`src/rtl/counter_chain_modn_pkg.sv`:
```
// Shared timer constants and helpers for the cascaded digit counters.
package timer_pkg;
  localparam int DIGIT_W = 4;

  // mm:ss display: digit0 mod 10, digit1 mod 6, digit2 mod 10, digit3 mod 6
  localparam logic [15:0] MODS_MMSS = {4'd6, 4'd10, 4'd6, 4'd10};

  function automatic logic [DIGIT_W-1:0] max_digit(input logic [DIGIT_W-1:0] modulus);
    return modulus - 4'd1;
  endfunction
endpackage

```
`src/rtl/counter_chain_modn_if.sv`:
```
// Control/data bundle between a counter chain and whatever drives it.
interface counter_chain_modn_if #(parameter int DIGITS = 4);
  logic                  en;
  logic                  loadn;
  logic                  up;
  logic [4*DIGITS-1:0]   data;
  logic [4*DIGITS-1:0]   digits;
  logic                  zero;
  logic                  tc;
  logic                  done;

  modport master (output en, loadn, up, data, input digits, zero, tc, done);
  modport slave  (input en, loadn, up, data, output digits, zero, tc, done);
endinterface

```
`src/rtl/counter_chain_modn_digit.sv`:
```
// One modulo-MOD digit: clamped parallel load, up/down step with wrap.
module counter_digit_modn
  import timer_pkg::*;
#(
  parameter logic [DIGIT_W-1:0] MOD = 4'd10
) (
  input  logic               clock,
  input  logic               clear,
  input  logic               en,
  input  logic               up,
  input  logic               loadn,
  input  logic [DIGIT_W-1:0] data,
  output logic [DIGIT_W-1:0] digit,
  output logic               at_min,
  output logic               at_max
);
  localparam logic [DIGIT_W-1:0] MAX = max_digit(MOD);

  assign at_min = (digit == '0);
  assign at_max = (digit == MAX);

  always_ff @(posedge clock) begin
    if (clear) begin
      digit <= '0;
    end else if (!loadn) begin
      digit <= (data >= MOD) ? MAX : data;
    end else if (en) begin
      if (up) digit <= at_max ? '0 : digit + 4'd1;
      else    digit <= at_min ? MAX : digit - 4'd1;
    end
  end
endmodule

```
`src/rtl/counter_chain_modn.sv`:
```
// Cascaded modulo-N digit counter with carry/borrow chain, terminal hold and done pulse.
module counter_chain_modn
  import timer_pkg::*;
#(
  parameter int                  DIGITS = 4,
  parameter logic [4*DIGITS-1:0] MODS   = MODS_MMSS,
  parameter bit                  WRAP   = 1'b0
) (
  input logic           clock,
  input logic           clear,
  counter_chain_modn_if.slave bus
);
  logic [DIGITS-1:0]   at_min;
  logic [DIGITS-1:0]   at_max;
  logic [DIGITS:0]     carry;
  logic [4*DIGITS-1:0] digits_q;
  logic                at_term;
  logic                step;
  logic                near_up;
  logic                near_dn;
  logic                done_q;

  // carry[i] = every digit below i is at its rollover value for the current direction
  assign carry[0] = 1'b1;
  assign at_term  = carry[DIGITS];
  assign step     = bus.en & (WRAP | ~at_term);

  for (genvar i = 0; i < DIGITS; i++) begin : g_digit
    localparam logic [DIGIT_W-1:0] M = MODS[4*i +: 4];

    assign carry[i+1] = carry[i] & (bus.up ? at_max[i] : at_min[i]);

    counter_digit_modn #(.MOD(M)) u_digit (
      .clock  (clock),
      .clear  (clear),
      .en     (step & carry[i]),
      .up     (bus.up),
      .loadn  (bus.loadn),
      .data   (bus.data[4*i +: 4]),
      .digit  (digits_q[4*i +: 4]),
      .at_min (at_min[i]),
      .at_max (at_max[i])
    );
  end

  // One step away from terminal: only digit 0 differs from the terminal value, by one
  always_comb begin
    near_up = (digits_q[3:0] == max_digit(MODS[3:0]) - 4'd1);
    near_dn = (digits_q[3:0] == 4'd1);
    for (int i = 1; i < DIGITS; i++) begin
      near_up = near_up & at_max[i];
      near_dn = near_dn & at_min[i];
    end
  end

  always_ff @(posedge clock) begin
    if (clear)           done_q <= 1'b0;
    else if (!bus.loadn) done_q <= 1'b0;
    else                 done_q <= step & (bus.up ? near_up : near_dn);
  end

  assign bus.digits = digits_q;
  assign bus.zero   = &at_min;
  assign bus.tc     = bus.en & at_term;
  assign bus.done   = done_q;
endmodule

```
`src/flat_wrapper.sv`:
```
// flat-port wrapper written by rule: the top's interface ports become plain ports
module counter_chain_modn_flat import timer_pkg::*;
#(
  parameter int                  DIGITS = 4,
  parameter logic [4*DIGITS-1:0] MODS   = MODS_MMSS,
  parameter bit                  WRAP   = 1'b0
)
  (clock, clear, bus_en, bus_loadn, bus_up, bus_data, bus_digits, bus_zero, bus_tc, bus_done);
  counter_chain_modn_if #(.DIGITS(DIGITS)) bus_i ();
  input logic clock;
  input logic clear;
  input wire logic [$bits(bus_i.en)-1:0] bus_en;
  input wire logic [$bits(bus_i.loadn)-1:0] bus_loadn;
  input wire logic [$bits(bus_i.up)-1:0] bus_up;
  input wire logic [$bits(bus_i.data)-1:0] bus_data;
  output wire logic [$bits(bus_i.digits)-1:0] bus_digits;
  output wire logic [$bits(bus_i.zero)-1:0] bus_zero;
  output wire logic [$bits(bus_i.tc)-1:0] bus_tc;
  output wire logic [$bits(bus_i.done)-1:0] bus_done;
  assign bus_i.en = bus_en;
  assign bus_i.loadn = bus_loadn;
  assign bus_i.up = bus_up;
  assign bus_i.data = bus_data;
  assign bus_digits = bus_i.digits;
  assign bus_zero = bus_i.zero;
  assign bus_tc = bus_i.tc;
  assign bus_done = bus_i.done;
  counter_chain_modn #(.DIGITS(DIGITS), .MODS(MODS), .WRAP(WRAP)) u_core (.clock(clock), .clear(clear), .bus(bus_i));
endmodule
```
`config.mk`:
```
export PLATFORM = sky130hd
export DESIGN_NAME = counter_chain_modn_flat
export DESIGN_NICKNAME = d
export VERILOG_FILES = /design/src/rtl/counter_chain_modn_pkg.sv /design/src/rtl/counter_chain_modn_if.sv /design/src/rtl/counter_chain_modn_digit.sv /design/src/rtl/counter_chain_modn.sv /design/src/flat_wrapper.sv
export SDC_FILE = /design/constraint.sdc
export NUM_CORES = 1
export LEC_CHECK = 0
export ABC_CLOCK_PERIOD_IN_PS = 2600
export CAP_MARGIN = 20
export CORE_ASPECT_RATIO = 1.75
export CORE_UTILIZATION = 51
export DETAILED_ROUTE_END_ITERATION = 16
export PLACE_DENSITY = 0.8
export SYNTH_ARGS = -nofsm -noshare
export SYNTH_HDL_FRONTEND = slang
export SYNTH_SLANG_ARGS = --single-unit
```
`constraint.sdc`:
```
create_clock -name clock -period 2.6 [get_ports clock]
set_clock_uncertainty 0.05 [all_clocks]
set_input_delay 0.52 -clock clock [delete_from_list [all_inputs] [get_ports clock]]
set_output_delay 0.52 -clock clock [all_outputs]
set_load 0.1 [all_outputs]
```
Yosys cells after proc, flatten, opt, wreduce, memory -nomap -nowiden
Index checks and enable logic that the tools add are counted.
{"block": "totals", "register_bits": 17, "input_bits": 21, "out_inout_bits": 19, "wordCells": 79}
{"block": "op_classes", "n_addsub": 8, "magnitude_cmp": 4, "eq_ne": 10, "muxes": 29, "bitwise_logic": 17, "n_reduce_logical": 6}
{"operator": "4-bit two-way mux", "count": 24}
{"operator": "4-bit by 1-bit adder with 4-bit output (second input constant)", "count": 4}
{"operator": "4-bit logical NOT", "count": 4}
{"operator": "4-bit by 1-bit subtractor with 4-bit output (second input constant)", "count": 4}
{"operator": "1-bit AND", "count": 15}
{"operator": "4-bit equality test (second input constant)", "count": 3}
{"operator": "4-bit by 3-bit equality test with 1-bit output (second input constant)", "count": 2}
{"operator": "4-bit by 3-bit greater-or-equal comparator with 1-bit output (second input constant)", "count": 2}
{"operator": "4-bit greater-or-equal comparator (second input constant)", "count": 2}
{"operator": "2-bit by 1-bit != test with 1-bit output (second input constant)", "count": 4}
{"operator": "1-bit two-way mux", "count": 5}
{"operator": "4-bit by 1-bit equality test with 1-bit output (second input constant)", "count": 1}
{"operator": "4-bit AND reduction", "count": 1}
{"operator": "1-bit NOT", "count": 2}
{"operator": "2-bit OR reduction", "count": 1}

Longest topological paths before layout
{"block": "depth", "word_depth": 10, "depth_mapped": 8, "depth_no_buf": 5}

Cells and area by module
A second synthesis with hierarchy kept.
{"block": "unflattened", "cells_unflattened": 190, "area_unflattened_um2": 1517.7}
{"mod": "counter_digit_modn at u_core.g_digit[1].u_digit ...", "n_inst": 2, "cells_per_inst": 42, "area_per_inst_um2": 335.3, "seq_area_each_um2": 80.1}
{"mod": "counter_digit_modn at u_core.g_digit[2].u_digit", "n_inst": 1, "cells_per_inst": 41, "area_per_inst_um2": 341.6, "seq_area_each_um2": 80.1}
{"mod": "counter_digit_modn at u_core.g_digit[0].u_digit", "n_inst": 1, "cells_per_inst": 43, "area_per_inst_um2": 329.1, "seq_area_each_um2": 80.1}
{"mod": "counter_chain_modn", "n_inst": 1, "cells_per_inst": 22, "area_per_inst_um2": 176.4, "seq_area_each_um2": 20.0}

Least setup slack after synthesis
OpenSTA, ideal clock, no wires.
{"block": "synth_path", "path_type": "reg2out", "start": "register u_core.g_digit[0].u_digit.digit[3]", "end": "output port bus_tc", "arrival_time_ps": 4545, "required_time_ps": 2030, "slack_ps": -2515, "path_stages_with_launch": 5, "path_buffers": 1, "path_cell_list": "dfxtp_1 -> buf_4 -> and3_4 -> o211ai_4 -> nor4_1"}
{"block": "synth_between", "elab_chain_cells": 6, "word_cells_on_any_way": 7, "cone_classes": "eq/ne (1); mux (1); bitwise (4); reduce/logical (1)"}
{"element": "start, declared", "line": "counter_chain_modn_digit.sv:13", "rtl": "output logic [DIGIT_W-1:0] digit,"}
{"element": "start signal, assigned", "line": "counter_chain_modn_digit.sv:26", "rtl": "digit <= (data >= MOD) ? MAX : data;"}
{"element": "start signal, assigned", "line": "counter_chain_modn_digit.sv:28", "rtl": "if (up) digit <= at_max ? '0 : digit + 4'd1;"}
{"element": "start signal, assigned", "line": "counter_chain_modn_digit.sv:29", "rtl": "else digit <= at_min ? MAX : digit - 4'd1;"}
{"element": "4-bit equality test or 4-bit logical NOT (tied branches)", "line": "counter_chain_modn_digit.sv:20, counter_chain_modn_digit.sv:19"}
{"element": "1-bit two-way mux (*)", "line": "counter_chain_modn.sv:31", "rtl": "assign carry[i+1] = carry[i] & (bus.up ? at_max[i] : at_min[i]);"}
{"element": "1-bit AND (*) (3 in a row)", "line": "counter_chain_modn.sv:31"}
{"element": "1-bit AND (*)", "line": "counter_chain_modn.sv:64", "rtl": "assign bus.tc = bus.en & at_term;"}
{"element": "end, declared", "line": "flat_wrapper.sv:18", "rtl": "output wire logic [$bits(bus_i.tc)-1:0] bus_tc;"}
Mark *: on every way between the ends. The rest lies on a longest branch, timed or not.

Final worst setup path
{"block": "layout_path", "start": "input port bus_up", "end": "output port bus_tc"}
{"block": "layout_between", "elab_chain_cells": 5, "word_cells_on_any_way": 8, "cone_classes": "mux (4); bitwise (4)"}
{"element": "start, declared", "line": "flat_wrapper.sv:14", "rtl": "input wire logic [$bits(bus_i.up)-1:0] bus_up;"}
{"element": "1-bit two-way mux", "line": "counter_chain_modn.sv:31"}
{"element": "1-bit AND (2 in a row)", "line": "counter_chain_modn.sv:31"}
{"element": "1-bit AND (*)", "line": "counter_chain_modn.sv:31"}
{"element": "1-bit AND (*)", "line": "counter_chain_modn.sv:64"}
Marks and branches as above.

==> reports/summary.txt <==
Synth top area share = 0.194
# H-tree levels = 1
Hold depth = 2
Sequential power share = 0.343
Routed WL = 4.79 mm
Layout fillers = 270
Final hold vios = 0
Die width = 46.4 um
Post-layout instance area = 2300 um^2
Max-Cap Viols = 0
Seq cells post-synth = 17
Slowest stage delay, CP = 0.35 ns
# Post-CTS Setup Buffers = 0
Core ar. = 3210 um^2
R2R cell count = 6
TritonCTS buffer count = 3
Clk root buf = clkbuf_8
Tot GR Track Use = 0.281
Post-synth EDFFs = 0
Fin nets = 282
Hold wc startpoint = u_core.g_digit[1].u_digit.digit[1]$_SDFFE_PP0P_
HPWL after DPL = 3.62 mm
Starting Density = 0.548
Routed length per instance = 15.8 um
IO Count = 40
Ys flop type = dfxtp_1
Leakage dissipation = 0.000812 uW
Pins Over Slew Limit = 0
Global route overflow = 0
Logic pwr share = 0.435
Drt pass-1 iters = 4
Syn-to-layout area delta = 30.7%
Critical Path Start = bus_up
DIE HEIGHT = 79.7 um
Post-synth ARST share = 0
Largest net degree at the start of global routing = 23
Remaining antenna violation count after routing = 0
Setup-failing EPs final = 0
Register area share after synthesis = 0.194
Worst skew pair latency = 0.26 ns
# rows = 27
HP Class = flop to flop
CP endpoint kind = primary output
TritonCTS clock tree = done
Number of hold buffers added after cts = 0
Synth area leader = dfxtp_1
Vias in the first global route = 1716
Clock Sink Count = 17
Post-synthesis cell type count = 70
First-pass GRT wire length = 7.81 mm
Antenna diode count = 0
Total negative slack = 0 ns
CP Depth = 6
Via count = 1887
Pwr Density = 422 nW/um^2
Switch share = 0.441
Data arrival, critical path = 1.91 ns
DRC = 0
Crit-path max FO = 7
Worst slew pin tran = 0.505 ns
Critical path class = input pin to primary output
Placed cell area = 2250 um^2
Most common cell after layout, fill and taps aside = buf_4
Vias per cell = 6.23
Critical path data required time = 2.03 ns
Initial antenna violation count = 0
Max Fclk = 403 MHz
Die footprint = 3690 um^2
Worst IR Drop VDD = 498 uV
Synth area leaders = dfxtp_1 (19%), o21ai_0 (4.6%), nand2_1 (3.6%)
CTS clk-pin slew, worst paths = 0.07 ns
Post-synthesis average cell area = 8.03 um^2
Minimum clock period = 2.48 ns
Fin cells = 303
GPL Wtd Cong = 0.833
IO buf count = 39
Period utilization = 0.955
Internal Power = 542 uW
Worst Setup Start Kind = input pin
Iteration-0 DRC Markers = 58
Buf+Inv Stages, Crit Path = 3
Max clock buf depth = 2
CP max-delay cell = nor4_4
Slew HR = 0.655
Syn Inst Count = 219
DP Cell Count = 299
Post-Syn Nets = 240
Share of cells above drive strength 1 = 0.300
RR Startpoint = u_core.g_digit[1].u_digit.digit[0]$_SDFFE_PP0P_
Unrepaired setup endpoints after global routing = no
Status = completed
Yosys warns = 0
Crit-path leading delay family = buffers and inverters
Most frequent cells in the layout = buf_4 (33), clkdlybuf4s50_1 (19), nand2_1 (17), o21ai_0 (16), nor2_1 (15)
Crit-path cells = dlygate4sd2_1 > buf_4 > nor3_4 > a22oi_4 > nor4_4 > buf_12
P_sw = 428 uW
Synth Cell Area = 1760 um^2
Clock power share = 0.222
==> registers in the layout, indices dropped and copies added, names as in the netlist <==
| signal | flops |
|---|---|
| u_core.bus.done | 1 |
| u_core.g_digit.u_digit.digit | 16 |
==> routing by layer <==
layer	global-route usage	share of wire	up-vias
li1	-	-	926
met3	0.0226	0.035	16
met4	0.153	0.038	0
met5	0	0	-
met2	0.475	0.54	54
met1	0.326	0.39	891
==> worst paths after layout <==
kind,endpoint,slack [ns]
min,u_core.g_digit[1].u_digit.digit[1]$_SDFFE_PP0P_,0.50
min reg2reg,u_core.g_digit[1].u_digit.digit[1]$_SDFFE_PP0P_,0.50
max reg2reg,u_core.g_digit[3].u_digit.digit[0]$_SDFFE_PP0P_,0.63
max,bus_tc,0.12
==> final cells by class <==
| type | instances | area, um^2 | share of cell area |
|---|---|---|---|
| Clock buffer | 4 | 45.0 | 0.0196 |
| Multi-Input combinational cell | 174 | 1280 | 0.558 |
| Inverter | 9 | 33.8 | 0.0147 |
| Timing Repair Buffer | 56 | 507 | 0.221 |
| Sequential cell | 17 | 377 | 0.164 |
| Tap cell | 43 | 53.8 | 0.0234 |
==> per-stage QoR <==
step / util / power [uW] / setup slack [ns] / hold WS [ns]
floorplan: - / 641 / -0.148 / 0.616
global placement: 0.702 / 751 / -0.0876 / 0.478
detailed placement: 0.702 / 758 / -0.146 / 0.480
CTS: 0.716 / 969 / 0.109 / 0.496
global route: 0.716 / 1010 / 0.0440 / 0.520
finish: 0.716 / 970 / 0.116 / 0.498
==> synth_stat cells (2+ instances only) <==
master / instances
a211oi_1: 5
a2111oi_0: 3
inv_1: 9
nor4_4: 2
or3_1: 4
o21ai_0: 16
xor2_1: 2
nor2b_1: 6
nor2_1: 16
nand2_1: 17
and3_1: 2
nand4_1: 2
nand3_1: 5
and3_4: 2
nand3b_1: 2
and2_1: 2
or4_1: 2
buf_6: 3
o22ai_1: 2
nand4b_1: 2
dfxtp_1: 17
nand2b_1: 2
a21oi_1: 9
nor4_1: 5
nor3_4: 2
a311oi_1: 3
o21a_1: 2
buf_4: 4
buf_2: 4
o211ai_1: 5
xnor2_1: 6
o31ai_1: 2
a221o_1: 2
clkbuf_1: 6
o311ai_0: 4
nor3_1: 5
a31oi_1: 3
nor3b_1: 2
==> kinds of logic (layout without fill, tap and decap cells) <==
family	Yosys count	after routing	share of synthesized area
simple gates	86	86	0.302
compound gates	79	79	0.368
buf+inv	28	69	0.0904
flops	17	17	0.194
xor+xnor	8	8	0.0399
mux	1	1	0.00569
==> timing repair <==
| action | in CTS | in global routing |
|---|---|---|
| gates resized for setup | 1 | 0 |
| setup endpoints to repair | 1 | 0 |
| hold endpoints to repair | 0 | 0 |
==> power groups by stage <==
stage / combinational (uW) / clock (uW) / sequential, uW
after detailed placement: 421 / 0 / 338
after CTS: 422 / 215 / 332
after global routing: 449 / 223 / 338
final: 422 / 215 / 333
after global placement: 415 / 0 / 337
after floorplan: 222 / 0 / 419
==> worst min-delay path: stages, from the launching register on <==
cell and delay [ns]:
dfxtp_2 0.36, nand2_1 0.07, a311oi_1 0.08
Note: power is estimated with default switching activity, not from simulation.
